`config.mk`:
```
export PLATFORM = sky130hd
export DESIGN_NAME = keccak_obi_copy_master
export DESIGN_NICKNAME = d
export VERILOG_FILES = /design/src/rtl/keccak_obi_copy_master.sv
export SDC_FILE = /design/constraint.sdc
export NUM_CORES = 1
export LEC_CHECK = 0
export ABC_CLOCK_PERIOD_IN_PS = 5900
export BUFFER_PORTS_ARGS = -buffer_cell sky130_fd_sc_hd__buf_4
export CAP_MARGIN = 20
export CORE_MARGIN = 1
export CORE_UTILIZATION = 45
export DETAILED_ROUTE_END_ITERATION = 7
export PLACE_DENSITY = 0.66
export SKIP_LAST_GASP = 1
export SLEW_MARGIN = 5
export SYNTH_ARGS = -nofsm -noshare
export SYNTH_HDL_FRONTEND = slang
export SYNTH_SLANG_ARGS = --single-unit
```
`constraint.sdc`:
```
create_clock -name clk_i -period 5.9 [get_ports clk_i]
set_input_delay 0.59 -clock clk_i [delete_from_list [all_inputs] [get_ports clk_i]]
set_output_delay 0.59 -clock clk_i [all_outputs]
set_load 0.05 [all_outputs]
```
`src/rtl/keccak_obi_copy_master.sv`:
```
// -----------------------------------------------------------------------------
// keccak_obi_copy_master
//
// OBI initiator for the X-HEEP external-master port. It copies a block of
// 32-bit words from memory to memory, for example a 1600-bit Keccak state
// (50 words) from SRAM into the Keccak data window, or back out again.
// Each word is read and then written, strictly in sequence, with at most one
// OBI transaction outstanding.
//
// Optional build macro:
//   KECCAK_COPY_BSWAP_EN  when defined, each word read is byte-reversed before
//                         it is written, to convert Keccak lane endianness.
//                         When undefined, words are copied unmodified.
//
// Parameters:
//   LEN_W     width of the word-count input (largest block is 2**LEN_W-1 words)
//   ADDR_INC  byte increment applied to source/destination after each word
//
// Ports:
//   clk_i          system clock
//   rst_i          synchronous reset, active high
//   start_i        single-cycle start pulse, only accepted while idle
//   src_addr_i     byte source address, latched on an accepted start
//   dst_addr_i     byte destination address, latched on an accepted start
//   len_i          number of words to copy, latched on an accepted start
//   busy_o         high while a copy is in progress, up to and including done
//   done_o         one-cycle completion pulse
//   master_req_o   OBI request  {req, we, be, addr, wdata}
//   master_resp_i  OBI response {gnt, rvalid, rdata}
// -----------------------------------------------------------------------------

package keccak_obi_pkg;

   typedef struct packed {
      logic        req;
      logic        we;
      logic [3:0]  be;
      logic [31:0] addr;
      logic [31:0] wdata;
   } obi_req_t;

   typedef struct packed {
      logic        gnt;
      logic        rvalid;
      logic [31:0] rdata;
   } obi_resp_t;

endpackage

module keccak_obi_copy_master
   import keccak_obi_pkg::*;
#(
   parameter int unsigned LEN_W    = 8,
   parameter int unsigned ADDR_INC = 4
) (
   input  logic             clk_i,
   input  logic             rst_i,
   input  logic             start_i,
   input  logic [31:0]      src_addr_i,
   input  logic [31:0]      dst_addr_i,
   input  logic [LEN_W-1:0] len_i,
   output logic             busy_o,
   output logic             done_o,
   output obi_req_t         master_req_o,
   input  obi_resp_t        master_resp_i
);

   typedef enum logic [2:0] {
      S_IDLE,
      S_RD_REQ,
      S_RD_WAIT,
      S_WR_REQ,
      S_WR_WAIT,
      S_DONE
   } state_e;

   state_e           state_q;
   state_e           state_d;

   logic [31:0]      src_q;
   logic [31:0]      dst_q;
   logic [31:0]      data_q;
   logic [LEN_W-1:0] remaining_q;
   logic [31:0]      rdata_fmt;

   // Word as it will be stored for the write-back.
`ifdef KECCAK_COPY_BSWAP_EN
   assign rdata_fmt = {master_resp_i.rdata[7:0],   master_resp_i.rdata[15:8],
                       master_resp_i.rdata[23:16], master_resp_i.rdata[31:24]};
`else
   assign rdata_fmt = master_resp_i.rdata;
`endif

   // --------------------------------------------------------------------------
   // State register
   // --------------------------------------------------------------------------
   // NOTE: clocked state is assigned with <= so every flop samples the values
   // from before the edge; blocking assignments here would create ordering races.
   always_ff @(posedge clk_i) begin
      if (rst_i) begin
         state_q <= S_IDLE;
      end else begin
         state_q <= state_d;
      end
   end

   // --------------------------------------------------------------------------
   // Next-state logic
   // --------------------------------------------------------------------------
   // NOTE: state_d gets a default before the case so that no path leaves it
   // unassigned; a missing default would infer a latch.
   always_comb begin
      state_d = state_q;
      unique case (state_q)
         S_IDLE: begin
            if (start_i) begin
               // An empty block finishes without touching the bus.
               state_d = (len_i == '0) ? S_DONE : S_RD_REQ;
            end
         end
         // An rvalid seen together with gnt in a request state is not ours.
         S_RD_REQ:  if (master_resp_i.gnt)    state_d = S_RD_WAIT;
         S_RD_WAIT: if (master_resp_i.rvalid) state_d = S_WR_REQ;
         S_WR_REQ:  if (master_resp_i.gnt)    state_d = S_WR_WAIT;
         S_WR_WAIT: begin
            if (master_resp_i.rvalid) begin
               state_d = (remaining_q == LEN_W'(1)) ? S_DONE : S_RD_REQ;
            end
         end
         S_DONE:    state_d = S_IDLE;
         default:   state_d = S_IDLE;
      endcase
   end

   // --------------------------------------------------------------------------
   // Datapath registers: addresses, word counter, data buffer
   // --------------------------------------------------------------------------
   // NOTE: the single-word data buffer is a plain register, so it is cleared
   // with the rest of the datapath; only real RAM arrays are left unreset.
   always_ff @(posedge clk_i) begin
      if (rst_i) begin
         src_q       <= '0;
         dst_q       <= '0;
         data_q      <= '0;
         remaining_q <= '0;
      end else begin
         unique case (state_q)
            S_IDLE: begin
               if (start_i) begin
                  src_q       <= src_addr_i;
                  dst_q       <= dst_addr_i;
                  remaining_q <= len_i;
               end
            end
            S_RD_WAIT: begin
               if (master_resp_i.rvalid) data_q <= rdata_fmt;
            end
            S_WR_REQ: begin
               // Advance both pointers once the write is accepted; the address
               // on the bus stays stable until then. Wraps modulo 2**32.
               if (master_resp_i.gnt) begin
                  src_q <= src_q + 32'(ADDR_INC);
                  dst_q <= dst_q + 32'(ADDR_INC);
               end
            end
            S_WR_WAIT: begin
               if (master_resp_i.rvalid) remaining_q <= remaining_q - LEN_W'(1);
            end
            default: ;
         endcase
      end
   end

   // --------------------------------------------------------------------------
   // Outputs: decoded from the current state only, so the request stays stable
   // for as long as the state waits for gnt.
   // --------------------------------------------------------------------------
   always_comb begin
      master_req_o = '0;
      busy_o       = (state_q != S_IDLE);
      done_o       = (state_q == S_DONE);
      unique case (state_q)
         S_RD_REQ: begin
            master_req_o.req  = 1'b1;
            master_req_o.we   = 1'b0;
            master_req_o.be   = 4'hF;
            master_req_o.addr = {src_q[31:2], 2'b00};
         end
         S_WR_REQ: begin
            master_req_o.req   = 1'b1;
            master_req_o.we    = 1'b1;
            master_req_o.be    = 4'hF;
            master_req_o.addr  = {dst_q[31:2], 2'b00};
            master_req_o.wdata = data_q;
         end
         default: ;
      endcase
   end

endmodule

```
# Word-level counts from Yosys, hierarchy flattened

Index checks and enable logic that the tools add are counted.
W data, S select, Z words.

Multiplexer cells: 19
Equal/unequal tests: 11
Add/subtract/negate cells: 3
Reduce and logical (&&, ||, !) cells: 9

Operators with widths:

| cell                    | count |
|---|---|
| $mux W32                | 5 |
| $pmux W32 S2            | 2 |
| $pmux W38 S2            | 1 |
| $add A32 B3 Y32 const B | 2 |
| $mux W3                 | 7 |
| $mux W8                 | 2 |
| $pmux W8 S2             | 1 |
| $pmux W3 S5             | 1 |
| $ne A2 B2 Y1 const B    | 5 |
| $eq A8 B1 Y1 const B    | 1 |
| $logic_not A8 Y1        | 1 |
| $sub A8 B1 Y8 const B   | 1 |
| $eq A3 B2 Y1 const B    | 2 |
| $eq A3 B3 Y1 const B    | 2 |
| $reduce_and A3 Y1       | 2 |
| $reduce_and A5 Y1       | 1 |
| $reduce_bool A2 Y1      | 2 |
| $eq A3 B1 Y1 const B    | 1 |
| $logic_not A3 Y1        | 1 |
| $reduce_bool A3 Y1      | 1 |
| $reduce_and A2 Y1       | 1 |

Input bits: 109
Output and inout port bits: 72
Bits in registers: 107

# Logic depth before layout (Yosys ltp)

Depth after elaboration: 4
Mapped depth: 9
Gate-level depth less buffers: 7

# Worst setup path before layout

OpenSTA, ideal clock, no wires.

Path type: register to output
Start: register state_q[1]
End: output port master_req_o[35] in the netlist's numbering
Path slack: 3.239 ns
Data arrival time: 2.071 ns
Data required time: 5.310 ns
Stages on the path, launching flop included: 6
Buffers on the path: 3
Cell sequence: dfxtp_1 clkbuf_1 clkbuf_1 buf_1 mux2i_1 nor2_1

RTL lines:

| what                   | line | source |
|---|---|---|
| from (decl)            | 77   | `state_e state_q;` |
| from (signal assigned) | 103  | `state_q <= state_d;` |
| to (decl)              | 64   | `output obi_req_t master_req_o,` |

==> flow_summary.ini <==
[cells_and_area]
fill_cells = 1396
final_nets = 1106
final_area_mm2 = 0.00804
drive_gt1_share_pct = 22.4
syn_to_final_growth_pct = 24.3
antenna_cells = 0

[routing]
dr.pass1.iters = 5
first_iter_violations = 654
wirelength_um = 19300
vias = 6728
drc_errors = 0
via_per_inst = 5.71
wl_per_cell_um = 16.4
ant_nets = 0

[die]
die-area_mm2 = 0.0149
rows = 43
die_x_um = 122
core_area_mm2 = 0.0139
pin_count = 181
die_h_um = 122
start_util_pct = 46.4

[grt]
grt_pass1_wl_um = 30300
grt_max_degree = 92
groute.usage.overall_pct = 26.0
antenna_found_initial = 0
grt-ovfl-total = 0
grt_pass1_vias = 5850

[critical_path]
critPathTopFamily = buffers and inverters
worst_path_max_delay_cell = dfxtp_1
worstPathArrival_ns = 2.36
required_ns = 5.31
cp-start-kind = flip-flop
critical-path-max-stage-delay_ns = 0.68
cp_num_buf_inv = 2
critPathKind = reg -> out
endpoint_kind = primary output
cp_num_cells = 4
path_cells = nand3b_1, inv_2, and2_1, buf_4
reg2reg_depth = 5
cp_max_fo = 53

[timing]
fin_ws_ns = 2.95
relSlewSlack_pct = 40.4
final.setup_skew_ns = 0.00507
setup_tns_ns = 0
hold_ws_ns = 0.451
grt_setup_unrepaired = no
drv_slew = 0
tightest_slew_ns = 0.893
fmax_mhz = 339
fin_crit_sh_pct = 50.0
setup_violations = 0
hold_violations = 0
period_minus_slack_ns = 2.95

[synthesis]
synthArstFlopShare_pct = 0
syn_avg_cell_area_um2 = 7.33
seq_area_frac_synth_pct = 31.9
synthCells = 882
synth-edff-count = 0
syn_area_mm2 = 0.00647
ys_types = 77
synth_flop_cell = dfxtp_1
synth_warnings = 0
synth.ff_latch_count = 103

[clock_tree]
clk_pin_slew_ns = 0.08
postCtsSetupBuffers = 0
htreeDepth = 3
cts_num_sinks = 103
root_buffer = clkbuf_16
cts_hold_buf = 0
cts_made_buffers = 9
post_cts_resized = 0
clockBufferDepth = 2
clk_latency_ns = 0.36
cts_tree = done

[placement]
port_buffers = 174
dpl_cell_area_mm2 = 0.00773
dp_hpwl_um = 12900
post-place-ws_ns = 3.03
routabilityCongestion = 0.915

[worst_hold_path]
hold_depth = 2
hold_class = reg -> reg

[pwr]
ir_drop_uv = 202
power_density_mw_per_mm2 = 224
cellLeakagePower_nw = 3.15

[flow_run]
maxCapViolCount = 0

[status]
status = finished clean
-- layout make-up --
type	instances	area (µm²)	area share [%]
Clock buffer	9	225	2.80
Clock inverter	7	62.6	0.778
Inverter	13	48.8	0.607
Multi-Input combinational cell	682	4020	49.9
Sequential cell	103	2060	25.7
Tap cell	180	225	2.80
Timing Repair Buffer	184	1400	17.4
-- layout by cell type, fill, tap and decap left out, types with 4 or more instances in the layout --
cell,n
nand4_1,14
a2bb2oi_1,4
inv_1,12
a31oi_1,15
nor2_1,89
a211oi_1,12
buf_4,183
and4_1,5
nand3b_1,6
nand3_1,24
nand2b_1,5
nand2_1,123
nor2b_1,4
a22oi_1,9
nor3b_1,4
o22ai_1,14
or4_1,4
clkbuf_16,9
and2_1,43
a21oi_1,88
dfxtp_1,102
o21ai_0,33
and3_1,25
nor3_1,26
mux2i_1,40
or3_1,4
nor4_1,8
a311oi_1,6
ha_1,4
a21o_1,4
-- stage by stage --
stage	power (W)	utilization, %	instances
after floorplan	0.00108	-	883
after global placement	0.00121	55.5	1161
after detailed placement	0.00121	55.5	1161
after CTS	0.00181	57.5	1177
after global routing	0.00189	57.7	1178
final	0.00180	57.7	1178
-- routing by layer --
metal,track usage (%),up-vias,routed length (µm)
met5,0,-,0
met4,7.33,0,301
met3,7.21,18,1660
met2,40.1,256,8630
met1,35.2,3077,8710
li1,-,3377,-
-- registers in the layout, summed over array words and instances, names as in the netlist --
| register | flops |
|---|---|
| dst_q | 30 |
| data_q | 32 |
| remaining_q | 8 |
| src_q | 30 |
| state_q | 3 |
-- cells by family (layout without fill, tap and decap cells) --
logic type,count (synthesis),count (layout),synth area share (%)
compound gates,229,229,22.4
xor+xnor,3,3,0.406
fa+ha+maj,4,4,0.774
buf+inv,98,213,6.34
flops,103,103,31.9
mux,42,42,6.54
other cells,1,2,0.0580
simple gates,402,402,31.6
-- cells in the mapped netlist (7+ instances only) --
cell type | number | area (µm²)
buf_2 | 10 | 50.1
a211oi_1 | 12 | 90.1
nor4_1 | 8 | 50.1
mux2i_1 | 40 | 400
nand4_1 | 14 | 87.6
buf_1 | 7 | 26.3
o21ai_0 | 33 | 165
and3_1 | 25 | 156
a31oi_1 | 15 | 93.8
a22oi_1 | 9 | 67.6
inv_1 | 12 | 45.0
clkbuf_1 | 60 | 225
nor2_1 | 89 | 334
nand3_1 | 24 | 120
o22ai_1 | 14 | 87.6
buf_4 | 8 | 60.1
nand2_1 | 123 | 462
a21oi_1 | 89 | 445
and2_1 | 43 | 269
dfxtp_1 | 103 | 2060
nor3_1 | 27 | 135
-- power breakdown --
group	total (W)	leakage (nW)	internal, W	switching [W]
logic	0.000390	2.16	0.000163	0.000227
clock network	0.000598	0.145	0.000297	0.000301
registers	0.000810	0.843	0.000743	0.0000670
-- tightest hold or removal path: stages, from the launching register on --
cell and delay, ns:
dfxtp_1 0.31, nand2_1 0.05, a21oi_1 0.05
-- final timing paths --
kind	slack, ns	start	end
max	2.95	state_q[0]$_SDFFE_PP0P_	master_req_o[28]
min	0.45	data_q[11]$_SDFFE_PP0P_	data_q[11]$_SDFFE_PP0P_
max reg2reg	3.02	state_q[1]$_SDFFE_PP0P_	src_q[21]$_SDFFE_PP0P_
min reg2reg	0.45	data_q[11]$_SDFFE_PP0P_	data_q[11]$_SDFFE_PP0P_
(Power assumes the default switching activity.)
